===== config.mk =====
export PLATFORM = sky130hd
export DESIGN_NAME = mem_wb_stage_flat
export DESIGN_NICKNAME = d
export VERILOG_FILES = /design/src/rtl/mem_wb_stage_if.sv /design/src/rtl/mem_wb_stage.sv /design/src/flat_wrapper.sv
export SDC_FILE = /design/constraint.sdc
export NUM_CORES = 1
export LEC_CHECK = 0
export BUFFER_PORTS_ARGS = -buffer_cell sky130_fd_sc_hd__buf_2
export CORE_MARGIN = 2
export CORE_UTILIZATION = 32
export CTS_CLUSTER_DIAMETER = 200
export CTS_CLUSTER_SIZE = 40
export DETAILED_ROUTE_END_ITERATION = 8
export HOLD_SLACK_MARGIN = 0.1
export PLACE_DENSITY = 0.57
export SLEW_MARGIN = 10
export SYNTH_ARGS = -nofsm -noshare
export SYNTH_HDL_FRONTEND = slang
export SYNTH_SLANG_ARGS = --single-unit

===== constraint.sdc =====
create_clock -name CLK -period 2.2 [get_ports CLK]
set_input_delay 0.11 -clock CLK [delete_from_list [all_inputs] [get_ports CLK]]
set_output_delay 0.11 -clock CLK [all_outputs]
set_load 0.01 [all_outputs]

===== src/rtl/mem_wb_stage_if.sv =====
// Bundle of the EX-side instruction fields, the data-memory read port and the
// writeback/status outputs of the MEM/WB stage.
interface mem_wb_stage_if;
    logic        advance;
    logic        flush;
    logic        ex_valid;
    logic        ex_regWrite;
    logic [4:0]  ex_writeReg;
    logic [31:0] ex_aluResult;
    logic [31:0] ex_pcPlus4;
    logic [15:0] ex_upperImm;
    logic [1:0]  ex_wbSource;
    logic        ex_memRead;
    logic [1:0]  ex_loadSize;
    logic        ex_loadSigned;
    logic        dmem_hit;
    logic [31:0] dmem_rdata;
    logic        dmem_ren;
    logic [31:0] dmem_addr;
    logic        stall_out;
    logic        wb_regWrite;
    logic [4:0]  wb_writeReg;
    logic [31:0] wb_writeData;
    logic        mem_timeout;

    modport master (
        output advance, flush, ex_valid, ex_regWrite, ex_writeReg, ex_aluResult,
               ex_pcPlus4, ex_upperImm, ex_wbSource, ex_memRead, ex_loadSize,
               ex_loadSigned, dmem_hit, dmem_rdata,
        input  dmem_ren, dmem_addr, stall_out, wb_regWrite, wb_writeReg,
               wb_writeData, mem_timeout
    );

    modport slave (
        input  advance, flush, ex_valid, ex_regWrite, ex_writeReg, ex_aluResult,
               ex_pcPlus4, ex_upperImm, ex_wbSource, ex_memRead, ex_loadSize,
               ex_loadSigned, dmem_hit, dmem_rdata,
        output dmem_ren, dmem_addr, stall_out, wb_regWrite, wb_writeReg,
               wb_writeData, mem_timeout
    );
endinterface


===== src/rtl/mem_wb_stage.sv =====
// MEM/WB stage: holds the instruction leaving EX, issues its data-memory read,
// aligns/extends the load data and produces a single-cycle register writeback.
module mem_wb_stage #(
    parameter int TIMEOUT_CYCLES = 255,
    parameter int CNT_W          = 8
) (
    input logic          CLK,
    input logic          nRST,
    mem_wb_stage_if.slave bus
);

    typedef enum logic [0:0] {ST_IDLE = 1'b0, ST_DONE = 1'b1} state_t;

    localparam logic [CNT_W-1:0] CNT_MAX = CNT_W'(TIMEOUT_CYCLES);

    state_t      state_r;
    state_t      state_nxt_s;
    logic        r_valid_r;
    logic        r_reg_write_r;
    logic [4:0]  r_write_reg_r;
    logic [31:0] r_alu_r;
    logic [31:0] r_pc4_r;
    logic [15:0] r_uimm_r;
    logic [1:0]  r_wb_src_r;
    logic        r_mem_read_r;
    logic [1:0]  r_load_size_r;
    logic        r_load_signed_r;
    logic [CNT_W-1:0] cnt_r;
    logic [CNT_W-1:0] cnt_nxt_s;
    logic        timeout_r;
    logic        wb_we_r;
    logic [4:0]  wb_reg_r;
    logic [31:0] wb_data_r;
    logic        load_pending_s;
    logic        stall_s;
    logic        capture_s;
    logic        retire_s;

    // Big-endian lane select followed by sign or zero extension.
    function automatic logic [31:0] align_load(input logic [31:0] rdata,
                                               input logic [1:0]  off,
                                               input logic [1:0]  size,
                                               input logic        sgn);
        logic [15:0] lane16;
        logic [7:0]  lane8;
        logic [31:0] res;
        lane16 = 16'd0;
        lane8  = 8'd0;
        res    = rdata;
        case (size)
            2'd1: begin
                lane16 = off[1] ? rdata[15:0] : rdata[31:16];
                res    = {{16{sgn & lane16[15]}}, lane16};
            end
            2'd2: begin
                case (off)
                    2'd0:    lane8 = rdata[31:24];
                    2'd1:    lane8 = rdata[23:16];
                    2'd2:    lane8 = rdata[15:8];
                    2'd3:    lane8 = rdata[7:0];
                    default: lane8 = rdata[31:24];
                endcase
                res = {{24{sgn & lane8[7]}}, lane8};
            end
            default: res = rdata;
        endcase
        return res;
    endfunction

    function automatic logic [31:0] wb_select(input logic [1:0]  src,
                                              input logic [31:0] alu,
                                              input logic [31:0] ld,
                                              input logic [31:0] pc4,
                                              input logic [15:0] uimm);
        logic [31:0] res;
        case (src)
            2'd0:    res = alu;
            2'd1:    res = ld;
            2'd2:    res = pc4;
            2'd3:    res = {uimm, 16'd0};
            default: res = alu;
        endcase
        return res;
    endfunction

    // Stage-level handshake terms; retire marks the one edge that writes back R.
    always_comb begin
        load_pending_s = r_valid_r && r_mem_read_r && (state_r == ST_IDLE);
        stall_s        = load_pending_s && !bus.dmem_hit;
        capture_s      = bus.advance && !stall_s && !bus.flush;
        retire_s       = r_valid_r && (state_r == ST_IDLE) && !bus.flush &&
                         (!r_mem_read_r || bus.dmem_hit);
    end

    assign bus.dmem_ren     = load_pending_s;
    assign bus.dmem_addr    = {r_alu_r[31:2], 2'b00};
    assign bus.stall_out    = stall_s;
    assign bus.wb_regWrite  = wb_we_r;
    assign bus.wb_writeReg  = wb_reg_r;
    assign bus.wb_writeData = wb_data_r;
    assign bus.mem_timeout  = timeout_r;

    // FSM state register.
    always_ff @(posedge CLK or negedge nRST) begin
        if (!nRST) begin
            state_r <= ST_IDLE;
        end else begin
            state_r <= state_nxt_s;
        end
    end

    // DONE blocks a second writeback/request while R is held by an external stall.
    always_comb begin
        state_nxt_s = state_r;
        case (state_r)
            ST_IDLE: begin
                if (retire_s && !capture_s) begin
                    state_nxt_s = ST_DONE;
                end else begin
                    state_nxt_s = ST_IDLE;
                end
            end
            ST_DONE: begin
                if (bus.flush || capture_s) begin
                    state_nxt_s = ST_IDLE;
                end else begin
                    state_nxt_s = ST_DONE;
                end
            end
            default: state_nxt_s = ST_IDLE;
        endcase
    end

    // Stage register R: flush beats capture, otherwise hold.
    always_ff @(posedge CLK or negedge nRST) begin
        if (!nRST) begin
            r_valid_r       <= 1'b0;
            r_reg_write_r   <= 1'b0;
            r_write_reg_r   <= 5'd0;
            r_alu_r         <= 32'd0;
            r_pc4_r         <= 32'd0;
            r_uimm_r        <= 16'd0;
            r_wb_src_r      <= 2'd0;
            r_mem_read_r    <= 1'b0;
            r_load_size_r   <= 2'd0;
            r_load_signed_r <= 1'b0;
        end else if (bus.flush) begin
            r_valid_r <= 1'b0;
        end else if (capture_s) begin
            r_valid_r       <= bus.ex_valid;
            r_reg_write_r   <= bus.ex_regWrite;
            r_write_reg_r   <= bus.ex_writeReg;
            r_alu_r         <= bus.ex_aluResult;
            r_pc4_r         <= bus.ex_pcPlus4;
            r_uimm_r        <= bus.ex_upperImm;
            r_wb_src_r      <= bus.ex_wbSource;
            r_mem_read_r    <= bus.ex_memRead;
            r_load_size_r   <= bus.ex_loadSize;
            r_load_signed_r <= bus.ex_loadSigned;
        end
    end

    // Wait counter next value: saturating count of unanswered request cycles.
    always_comb begin
        cnt_nxt_s = cnt_r;
        if (bus.flush || capture_s || (load_pending_s && bus.dmem_hit)) begin
            cnt_nxt_s = {CNT_W{1'b0}};
        end else if (stall_s && (cnt_r < CNT_MAX)) begin
            cnt_nxt_s = cnt_r + {{(CNT_W-1){1'b0}}, 1'b1};
        end else begin
            cnt_nxt_s = cnt_r;
        end
    end

    // Wait counter and sticky timeout flag.
    always_ff @(posedge CLK or negedge nRST) begin
        if (!nRST) begin
            cnt_r     <= {CNT_W{1'b0}};
            timeout_r <= 1'b0;
        end else begin
            cnt_r     <= cnt_nxt_s;
            timeout_r <= timeout_r | (cnt_nxt_s == CNT_MAX);
        end
    end

    // Registered writeback port; the enable is a one-cycle pulse per instruction.
    always_ff @(posedge CLK or negedge nRST) begin
        if (!nRST) begin
            wb_we_r   <= 1'b0;
            wb_reg_r  <= 5'd0;
            wb_data_r <= 32'd0;
        end else begin
            wb_we_r <= retire_s && r_reg_write_r && (r_write_reg_r != 5'd0);
            if (retire_s) begin
                wb_reg_r  <= r_write_reg_r;
                wb_data_r <= wb_select(r_wb_src_r, r_alu_r,
                                       align_load(bus.dmem_rdata, r_alu_r[1:0],
                                                  r_load_size_r, r_load_signed_r),
                                       r_pc4_r, r_uimm_r);
            end
        end
    end

endmodule


===== src/flat_wrapper.sv =====
// flat-port wrapper written by rule: the top's interface ports become plain ports
module mem_wb_stage_flat 
#(
    parameter int TIMEOUT_CYCLES = 255,
    parameter int CNT_W          = 8
)
  (CLK, nRST, bus_advance, bus_flush, bus_ex_valid, bus_ex_regWrite, bus_ex_writeReg, bus_ex_aluResult, bus_ex_pcPlus4, bus_ex_upperImm, bus_ex_wbSource, bus_ex_memRead, bus_ex_loadSize, bus_ex_loadSigned, bus_dmem_hit, bus_dmem_rdata, bus_dmem_ren, bus_dmem_addr, bus_stall_out, bus_wb_regWrite, bus_wb_writeReg, bus_wb_writeData, bus_mem_timeout);
  mem_wb_stage_if bus_i ();
  input logic CLK;
  input logic nRST;
  input wire logic [$bits(bus_i.advance)-1:0] bus_advance;
  input wire logic [$bits(bus_i.flush)-1:0] bus_flush;
  input wire logic [$bits(bus_i.ex_valid)-1:0] bus_ex_valid;
  input wire logic [$bits(bus_i.ex_regWrite)-1:0] bus_ex_regWrite;
  input wire logic [$bits(bus_i.ex_writeReg)-1:0] bus_ex_writeReg;
  input wire logic [$bits(bus_i.ex_aluResult)-1:0] bus_ex_aluResult;
  input wire logic [$bits(bus_i.ex_pcPlus4)-1:0] bus_ex_pcPlus4;
  input wire logic [$bits(bus_i.ex_upperImm)-1:0] bus_ex_upperImm;
  input wire logic [$bits(bus_i.ex_wbSource)-1:0] bus_ex_wbSource;
  input wire logic [$bits(bus_i.ex_memRead)-1:0] bus_ex_memRead;
  input wire logic [$bits(bus_i.ex_loadSize)-1:0] bus_ex_loadSize;
  input wire logic [$bits(bus_i.ex_loadSigned)-1:0] bus_ex_loadSigned;
  input wire logic [$bits(bus_i.dmem_hit)-1:0] bus_dmem_hit;
  input wire logic [$bits(bus_i.dmem_rdata)-1:0] bus_dmem_rdata;
  output wire logic [$bits(bus_i.dmem_ren)-1:0] bus_dmem_ren;
  output wire logic [$bits(bus_i.dmem_addr)-1:0] bus_dmem_addr;
  output wire logic [$bits(bus_i.stall_out)-1:0] bus_stall_out;
  output wire logic [$bits(bus_i.wb_regWrite)-1:0] bus_wb_regWrite;
  output wire logic [$bits(bus_i.wb_writeReg)-1:0] bus_wb_writeReg;
  output wire logic [$bits(bus_i.wb_writeData)-1:0] bus_wb_writeData;
  output wire logic [$bits(bus_i.mem_timeout)-1:0] bus_mem_timeout;
  assign bus_i.advance = bus_advance;
  assign bus_i.flush = bus_flush;
  assign bus_i.ex_valid = bus_ex_valid;
  assign bus_i.ex_regWrite = bus_ex_regWrite;
  assign bus_i.ex_writeReg = bus_ex_writeReg;
  assign bus_i.ex_aluResult = bus_ex_aluResult;
  assign bus_i.ex_pcPlus4 = bus_ex_pcPlus4;
  assign bus_i.ex_upperImm = bus_ex_upperImm;
  assign bus_i.ex_wbSource = bus_ex_wbSource;
  assign bus_i.ex_memRead = bus_ex_memRead;
  assign bus_i.ex_loadSize = bus_ex_loadSize;
  assign bus_i.ex_loadSigned = bus_ex_loadSigned;
  assign bus_i.dmem_hit = bus_dmem_hit;
  assign bus_i.dmem_rdata = bus_dmem_rdata;
  assign bus_dmem_ren = bus_i.dmem_ren;
  assign bus_dmem_addr = bus_i.dmem_addr;
  assign bus_stall_out = bus_i.stall_out;
  assign bus_wb_regWrite = bus_i.wb_regWrite;
  assign bus_wb_writeReg = bus_i.wb_writeReg;
  assign bus_wb_writeData = bus_i.wb_writeData;
  assign bus_mem_timeout = bus_i.mem_timeout;
  mem_wb_stage #(.TIMEOUT_CYCLES(TIMEOUT_CYCLES), .CNT_W(CNT_W)) u_core (.CLK(CLK), .nRST(nRST), .bus(bus_i));
endmodule

==> impl_metrics.yaml, run 1 <==
outcome:
  status: "complete, no violations"
timing:
  finClkSkew_ns: 0.01157
  timing.final.crit_period_ns: 2.029
  setup_viol: 0
  fmax_mhz: 492.9
  drv_slew: 0
  rsz0062_at_grt: "no"
  timing.final.crit_share: 0.9222
  tightest_slew_ns: 0.6063
  finalWorstSetupSlack_ns: 0.1712
  slew-limit-headroom: 0.5958
  finalHoldViolCount: 0
  tns_ns: 0
cts:
  cts-root-buf: "clkbuf_16"
  cts_sinks: 141
  path_clk_slew_ns: 0.07
  cts_tree: "done"
  post_cts_buffers: 0
  cts_buffer_depth: 2
  cts_buffers: 17
  htree_levels: 4
  clk_latency_ns: 0.42
global_routing:
  antenna_found_initial: 6
  grt_pass1_vias: 6247
  overflow: 0
  grt_pass1_wl_mm: 35.00
  grt_max_degree: 54
  track_usage: 0.1910
die:
  floorplan.die_area_um2: 23380
  die_x_um: 152.9
  start_util: 0.3252
  core_um2: 21820
  boundaryPins: 203
  num_rows: 54
  die_h_um: 152.9
job:
  cap_violations: 0
route:
  drc: 0
  wl_met3_mm: 1.339
  drt_wl_total_mm: 21.85
  wl_per_cell_um: 18.34
  ant_nets: 0
  wl_met2_mm: 10.26
  drt_iter0_markers: 307
  top_layer_used: "met5"
  dr.pass1.iters: 4
  routed_via_density: 4.893
  via_count: 5828
  wl_met1_mm: 9.660
worst_setup_path:
  arrival_ns: 2.32
  cp_top_family: "compound AO/OA/AOI/OAI gates"
  cp_slowest_cell: "mux4_2"
  r2r_slack_ns: 0.17
  end_kind: "register"
  crit_fanout: 20
  timing.rr.start: "u_core.r_alu_r[1]"
  worst_path_largest_cell_delay_ns: 0.53
  cp-start-kind: "register"
  startpoint: "u_core.r_alu_r[1]"
  critPathKind: "reg2reg"
  cp_cell_sequence: "buf_4, buf_4, mux4_2, a221oi_1, o31ai_1, o221ai_1, o21ai_1"
  path_buf_inv: 2
  required_ns: 2.49
  crit_top_cell: "buf_4"
finish:
  final_common_cell: "buf_2"
  drive_gt1_frac: 0.4059
  area_growth_pct: 38.05
  final_util: 0.4489
  fillers: 2065
  final_cell_mix: "199 x buf_2, 140 x dfrtp_1, 99 x mux2_2, 97 x dlygate4sd3_1, 59 x nand2_1"
  fin_cells: 1191
  final_nets: 1029
pwr:
  cellPowerDensity_nw_per_um2: 868.6
  ir_worst_vdd_mv: 0.5275
  total_power_uw: 8510
  p_leak_uw: 0.004450
synth:
  avgSynthCellArea_um2: 11.34
  synth_simple_gate_area_frac: 0.09591
  synth_cells: 626
  synth_seq_area_share: 0.4972
  synth-seq-cells: 141
  yosysTopAreaCell: "dfrtp_1"
  yosys.cell_types.count: 57
  synth_mux_area_frac: 0.2052
  synth_top_area_frac: 0.4972
  yosys_warnings: 0
  netlist_area_um2: 7097
  synth_top_family_by_area: "multiplexers"
  yosys_most_used_dff: "dfrtp_1"
  yosys.area_share.adder: 0.005289
  synth_xor_area_frac: 0.003702
  synth_compound_area_frac: 0.1220
  ys_async_sr_fraction: 1.000
  synth_area_leaders: "dfrtp_1 50%, mux2_2 16%, buf_4 4.0%"
  synth-edff-count: 0
hold_path:
  hold_start: "bus_dmem_rdata[7]"
  min_path_type: "in2reg"
placement:
  place_ws_ns: 0.09818
  dpl.hpwl_mm: 15.15
  portBuffers: 200
  gp_congestion: 0.7961
  placed_cells: 1060
-- synthesized netlist by cell type, types with 10 or more instances --
library cell,count
a211oi_1,19
a221oi_1,11
a22oi_1,14
buf_2,17
buf_4,38
clkbuf_1,16
dfrtp_1,141
inv_1,17
mux2_2,99
mux2i_1,18
nand2_1,59
nor2_1,24
nor2b_1,10
nor3_1,28
o21ai_0,22
-- stage by stage --
step                hold WS (ns)  cell area, µm²
floorplan                -0.1856            7101
global placement          0.1030            8269
detailed placement        0.1028            8269
CTS                       0.1228            9784
global route              0.1362            9794
finish                    0.1406            9797
-- timing repair --
item	4_1_cts	5_1_grt
gates resized for setup	0	1
hold endpoints to repair	190	0
hold buffers	97	0
endpoints found under the setup margin	0	16
-- final cells by class --
| cell class | instances | area (µm²) | share of cell area |
|---|---|---|---|
| inverters | 17 | 63.81 | 0.006513 |
| clock inverters | 11 | 83.83 | 0.008557 |
| clock buffers | 21 | 460.4 | 0.04700 |
| repair buffers | 322 | 2216 | 0.2262 |
| diodes | 2 | 5.005 | 0.0005109 |
| well taps | 280 | 350.3 | 0.03576 |
| multi-input cells | 397 | 3088 | 0.3152 |
| flip-flops and latches | 141 | 3530 | 0.3603 |
-- report_power, final --
part           switching (µW)  internal, µW  total [µW]  leakage (µW)
sequential                309          3140        3450       0.00170
clock                    1190          1510        2700      0.000256
combinational            1210          1160        2360       0.00250
-- worst min-delay path: cells and delay by family --
family                 cells  cell delay (ns)
AO/OA/AOI/OAI              2             0.20
buffers and inverters      1             0.12
AND/OR/NAND/NOR            1             0.10
-- logic make-up (layout without fill, tap and decap cells) --
family / after synthesis / count (layout)
AO/OA/AOI/OAI: 117 / 117
multiplexers: 127 / 127
buffers and inverters: 89 / 371
adder cells (fa/ha/maj): 3 / 3
AND/OR/NAND/NOR: 145 / 145
flip-flops: 141 / 141
other: 1 / 4
XOR/XNOR: 3 / 3
-- sequential cells by signal, indices dropped and copies added (netlist names) --
register,cells
u_core.r_alu_r,32
u_core.bus.wb_writeData,32
u_core.bus.wb_writeReg,5
u_core.r_wb_src_r,2
u_core.bus.wb_regWrite,1
u_core.r_write_reg_r,5
u_core.cnt_r,8
u_core.r_pc4_r,32
u_core.state_r,1
u_core.r_load_signed_r,1
u_core.bus.mem_timeout,1
u_core.r_load_size_r,2
u_core.r_valid_r,1
u_core.r_reg_write_r,1
u_core.r_uimm_r,16
u_core.r_mem_read_r,1
-- layer usage --
metal / global-route usage / vias to the layer above
met4: 0.06570 / 8
li1: - / 2780
met2: 0.3077 / 168
met5: 0 / -
met3: 0.05557 / 32
met1: 0.2465 / 2840
-- final timing paths --
| check | endpoint | cells after the start |
|---|---|---|
| min in group asynchronous | u_core.r_alu_r[11] | 2 |
| max reg2reg | u_core.bus.wb_writeData[5] | 7 |
| max | u_core.bus.wb_writeData[5] | 7 |
| max in group asynchronous | u_core.r_uimm_r[14] | 3 |
| min reg2reg | u_core.bus.wb_writeReg[4] | 2 |
| min | u_core.bus.wb_writeData[7] | 4 |
Power figures use the tool's default switching activity.
==> run 2: changes to the inputs <==
--- a/config.mk
+++ b/config.mk
@@ -5,14 +5,14 @@
 export SDC_FILE = /design/constraint.sdc
 export NUM_CORES = 1
 export LEC_CHECK = 0
-export BUFFER_PORTS_ARGS = -buffer_cell sky130_fd_sc_hd__buf_2
 export CORE_MARGIN = 2
 export CORE_UTILIZATION = 32
 export CTS_CLUSTER_DIAMETER = 200
 export CTS_CLUSTER_SIZE = 40
 export DETAILED_ROUTE_END_ITERATION = 8
+export DONT_BUFFER_PORTS = 1
 export HOLD_SLACK_MARGIN = 0.1
-export PLACE_DENSITY = 0.57
+export PLACE_DENSITY = 0.49
 export SLEW_MARGIN = 10
 export SYNTH_ARGS = -nofsm -noshare
 export SYNTH_HDL_FRONTEND = slang
==> impl_metrics.yaml, run 2 (synthesis gave the netlist of run 1 again) <==
timing:
  finClkSkew_ns: 0.01046
  setup_viol: 0
  holdWs_ns: -0.6190
  tightest_slew_ns: 0.6938
  finalHoldViolCount: 141
  drv_slew: 0
  tns_ns: 0
  rsz0062_at_grt: "no"
  slew-limit-headroom: 0.5375
  timing.final.crit_period_ns: 2.036
  fmax_mhz: 491.1
  timing.final.crit_share: 0.9255
global_routing:
  track_usage: 0.1917
  grt_max_degree: 142
  grt_pass1_wl_mm: 34.40
  overflow: 0
  antenna_found_initial: 1
  grt_pass1_vias: 5602
cts:
  cts_hold_buf: 120
  post_cts_buffers: 0
  cts-root-buf: "clkbuf_16"
  cts_tree: "done"
  cts_buffer_depth: 2
  cts_sinks: 141
  htree_levels: 4
  cts_buffers: 17
  path_clk_slew_ns: 0.07
  clk_latency_ns: 0.43
worst_setup_path:
  worst_path_largest_cell_delay_ns: 0.54
  arrival_ns: 2.33
  required_ns: 2.49
  cp_cell_sequence: "buf_4, mux4_2, a221oi_1, o31ai_1, o221ai_1, o21ai_1"
  cp-start-kind: "register"
  cp_slowest_cell: "mux4_2"
  end_kind: "register"
  critPathKind: "reg2reg"
  crit_fanout: 17
die:
  floorplan.die_area_um2: 23380
  boundaryPins: 203
  die_x_um: 152.9
  num_rows: 54
  core_um2: 21820
  start_util: 0.3252
  die_h_um: 152.9
pwr:
  p_leak_uw: 0.003786
  cellPowerDensity_nw_per_um2: 969.3
  ir_worst_vdd_mv: 0.5538
finish:
  final_cell_mix: "140 x dfrtp_1, 120 x dlygate4sd3_1, 99 x mux2_2, 59 x nand2_1, 28 x nor3_1"
  fin_cells: 1007
  final_nets: 847
  final_common_cell: "dfrtp_1"
  area_growth_pct: 28.39
  drive_gt1_frac: 0.2273
hold_path:
  min_path_type: "in2async"
route:
  via_count: 5259
  drt_iter0_markers: 370
  dr.pass1.iters: 4
  drt_wl_total_mm: 21.79
  routed_via_density: 5.222
  ant_nets: 0
  drc: 0
  wl_per_cell_um: 21.63
placement:
  portBuffers: 0
  dpl.hpwl_mm: 14.80
  placed_cells: 855
  gp_congestion: 0.8103
outcome:
  status: "complete, but fails checks"
  failed_checks: "hold timing"
job:
  cap_violations: 0
-- run 2: changes by cell type in the layout (fill, tap and decap cells not counted), moves of 2 or more --
cell / delta
buf_4: -3
clkinv_2: -2
buf_12: -2
clkinvlp_4: -3
bufinv_16: +7
clkbuf_1: -2
buf_2: -199
dlygate4sd3_1: +23
-- run 2: path summary, 6_finish.rpt --
kind,startpoint,to,slack [ns],depth (start not counted)
setup / recovery,u_core.r_alu_r[1],u_core.bus.wb_writeData[5],0.16,6
max in group asynchronous,nRST,u_core.cnt_r[3],2.52,0
hold / removal,nRST,u_core.bus.wb_writeData[7],-0.62,0
min in group CLK,bus_dmem_rdata[25],u_core.bus.wb_writeData[25],0.12,4
setup reg to reg,u_core.r_alu_r[1],u_core.bus.wb_writeData[5],0.16,6
hold reg to reg,u_core.r_write_reg_r[4],u_core.bus.wb_writeReg[4],0.50,2
-- run 2: timing repair --
action | 4_1_cts | 5_1_grt
endpoints found under the setup margin | 0 | 16
resized for setup | 0 | 1
hold endpoints to repair | 266 | 141
-- run 2: final cells by class --
| class | instances | area [µm²] |
|---|---|---|
| Clock inverter | 13 | 261.5 |
| Sequential cell | 141 | 3530 |
| Timing Repair Buffer | 140 | 1376 |
| Fill cell | 2049 | 12710 |
| Antenna cell | 1 | 2.502 |
| Clock buffer | 18 | 439.2 |
| Tap cell | 280 | 350.3 |
| Multi-Input combinational cell | 397 | 3088 |
| Inverter | 17 | 63.81 |
-- run 2: metal layers --
metal / wire [µm] / share of wire / vias to the layer above / GRT usage
met2: 10430 / 0.48 / 206 / 0.3086
met4: 509 / 0.023 / 2 / 0.06393
li1: - / - / 2403 / -
met5: 13 / 0.00060 / - / 0
met3: 1845 / 0.085 / 32 / 0.07599
met1: 8984 / 0.41 / 2616 / 0.2357
-- run 2: report_power, final --
group | switching (µW) | leakage (µW) | total [µW] | internal, µW
logic | 784 | 0.00175 | 1640 | 858
clock network | 1190 | 0.000337 | 3470 | 2280
registers | 587 | 0.00170 | 3720 | 3140
total | 2560 | 0.00379 | 8830 | 6270
-- run 2: worst max-delay path, delay by kind of cell (launching register included) --
kind	cells	cell delay, ns
AOI/OAI and AO/OA	4	0.71
buffers and inverters	1	0.28
DFF	1	0.39
muxes	1	0.54
-- run 2: per-stage QoR --
stage               total power [µW]  hold WS (ns)  setup WS (ns)  area, µm²    util
finish                          8831       -0.6190         0.1640       9111  0.4175
CTS                             8924       -0.6323        0.01830       9101  0.4170
global placement                5181       -0.1774        0.04482       7199  0.3299
floorplan                       4889       -0.1856         0.4593       7101       -
global route                    9296       -0.6415       0.008591       9109  0.4174
detailed placement              5237       -0.1770        0.03557       7199  0.3299
==> run 3: changes to the inputs <==
--- a/config.mk
+++ b/config.mk
@@ -12,7 +12,6 @@
 export DETAILED_ROUTE_END_ITERATION = 8
 export DONT_BUFFER_PORTS = 1
 export HOLD_SLACK_MARGIN = 0.1
-export PLACE_DENSITY = 0.49
 export SLEW_MARGIN = 10
 export SYNTH_ARGS = -nofsm -noshare
 export SYNTH_HDL_FRONTEND = slang
==> impl_metrics.yaml, run 3 (synthesis gave the netlist of run 1 again) <==
worst_setup_path:
  crit_top_cell: "buf_4"
  critPathKind: "reg2reg"
  timing.rr.start: "u_core.r_alu_r[1]"
  startpoint: "u_core.r_alu_r[1]"
  required_ns: 2.48
  arrival_ns: 2.32
  cp_top_family: "compound AO/OA/AOI/OAI gates"
  cp_cell_sequence: "buf_4, mux4_2, a221oi_1, o31ai_1, buf_4, o221ai_1, o21ai_1"
  worst_path_largest_cell_delay_ns: 0.52
  crit_fanout: 14
  path_buf_inv: 2
  cp_slowest_cell: "mux4_2"
  end_kind: "register"
  cp-start-kind: "register"
die:
  start_util: 0.3252
  core_um2: 21820
  floorplan.die_area_um2: 23380
  boundaryPins: 203
  die_x_um: 152.9
  die_h_um: 152.9
  num_rows: 54
timing:
  timing.final.crit_period_ns: 2.042
  setup_viol: 0
  fmax_mhz: 489.8
  timing.final.crit_share: 0.9280
  finClkSkew_ns: 0.007661
  tightest_slew_ns: 0.6162
  tns_ns: 0
  drv_slew: 0
  slew-limit-headroom: 0.5892
  holdWs_ns: -0.6193
  finalWorstSetupSlack_ns: 0.1583
  finalHoldViolCount: 141
  rsz0062_at_grt: "no"
pwr:
  power.switching_uw: 2487
  seqPwrFrac: 0.443
  intPower_uw: 5927
  cellPowerDensity_nw_per_um2: 934.9
  combPwrFrac: 0.196
  sw_frac_of_total: 0.2956
  p_leak_uw: 0.003729
  clockPowerShare: 0.361
  ir_worst_vdd_mv: 0.3799
placement:
  place_ws_ns: 0.01437
  dpl.hpwl_mm: 14.70
  portBuffers: 0
  gp_congestion: 0.8650
cts:
  path_clk_slew_ns: 0.06
  cts_tree: "done"
  cts_buffers: 17
  clk_latency_ns: 0.42
  cts_buffer_depth: 2
  cts-root-buf: "clkbuf_16"
  htree_levels: 4
  cts_hold_buf: 116
  post_cts_buffers: 0
  cts_sinks: 141
route:
  ant_nets: 0
  drc: 0
  routed_via_density: 5.194
  wl_per_cell_um: 21.36
  dr.pass1.iters: 5
  via_count: 5230
  drt_iter0_markers: 335
  drt_wl_total_mm: 21.51
finish:
  final_common_cell: "dfrtp_1"
  drive_gt1_frac: 0.2268
  final_nets: 844
  area_growth_pct: 26.82
  final_cell_mix: "140 x dfrtp_1, 116 x dlygate4sd3_1, 99 x mux2_2, 59 x nand2_1, 28 x nor3_1"
  final_util: 0.4124
global_routing:
  overflow: 0
  grt_pass1_vias: 5860
  grt_max_degree: 142
  grt_pass1_wl_mm: 34.07
  track_usage: 0.1887
  antenna_found_initial: 2
job:
  cap_violations: 0
hold_path:
  min_path_type: "in2async"
outcome:
  status: "complete, but fails checks"
  failed_checks: "hold timing"
run 3: layout make-up:
class	count	area [µm²]
multi-input cells	397	3088
fillers	2022	12820
clock inverters	11	167.7
flip-flops and latches	141	3530
repair buffers	137	1344
well taps	280	350.3
clock buffers	20	446.7
diodes	4	10.01
inverters	17	63.81
run 3: worst paths after layout:
path                            depth (start not counted)                           to  slack [ns]
worst max-delay path                                    7   u_core.bus.wb_writeData[5]        0.16
worst min-delay path                                    0              u_core.cnt_r[4]       -0.62
worst max register to register                          7   u_core.bus.wb_writeData[5]        0.16
worst min register to register                          2    u_core.bus.wb_writeReg[1]        0.50
max in group asynchronous                               0           u_core.r_alu_r[16]        2.66
min in group CLK                                        3  u_core.bus.wb_writeData[13]        0.11
run 3: per-stage QoR:
| step | total power (µW) | std cells | cell area (µm²) | hold WS, ns |
|---|---|---|---|---|
| 2_1_floorplan | 4889 | 627 | 7101 | -0.1856 |
| 3_5_place_dp | 5250 | 856 | 7207 | -0.1810 |
| 5_1_grt | 8874 | 1007 | 9000 | -0.6480 |
| 3_3_place_gp | 5192 | 856 | 7207 | -0.1810 |
| 6_report | 8414 | 1007 | 9000 | -0.6193 |
| 4_1_cts | 8506 | 1003 | 8990 | -0.6376 |
run 3: worst reg2reg max path: cells and delay by family (launching register included):
kind	cells	cell delay (ns)
buffers and inverters	2	0.41
muxes	1	0.53
AOI/OAI and AO/OA	4	0.56
DFF	1	0.40
run 3: per-layer routing:
layer	track usage	part of all wire
met3	0.07967	0.095
met2	0.3013	0.48
met1	0.2262	0.40
met5	0	0
met4	0.07496	0.024
run 3: what timing repair did:
item                                   in CTS  in global routing
endpoints found under the hold margin     260                141
setup endpoints to repair                   2                  0
resized for setup                           1                  0
run 3: power groups by stage:
| stage | sequential, µW | combinational (µW) | clock [µW] |
|---|---|---|---|
| 4_1_cts | 3740 | 1650 | 3120 |
| 5_1_grt | 3800 | 1840 | 3230 |
| 3_5_place_dp | 3780 | 1470 | 0 |
| 2_1_floorplan | 3560 | 1330 | 0 |
| 6_report | 3730 | 1650 | 3040 |
| 3_3_place_gp | 3760 | 1430 | 0 |
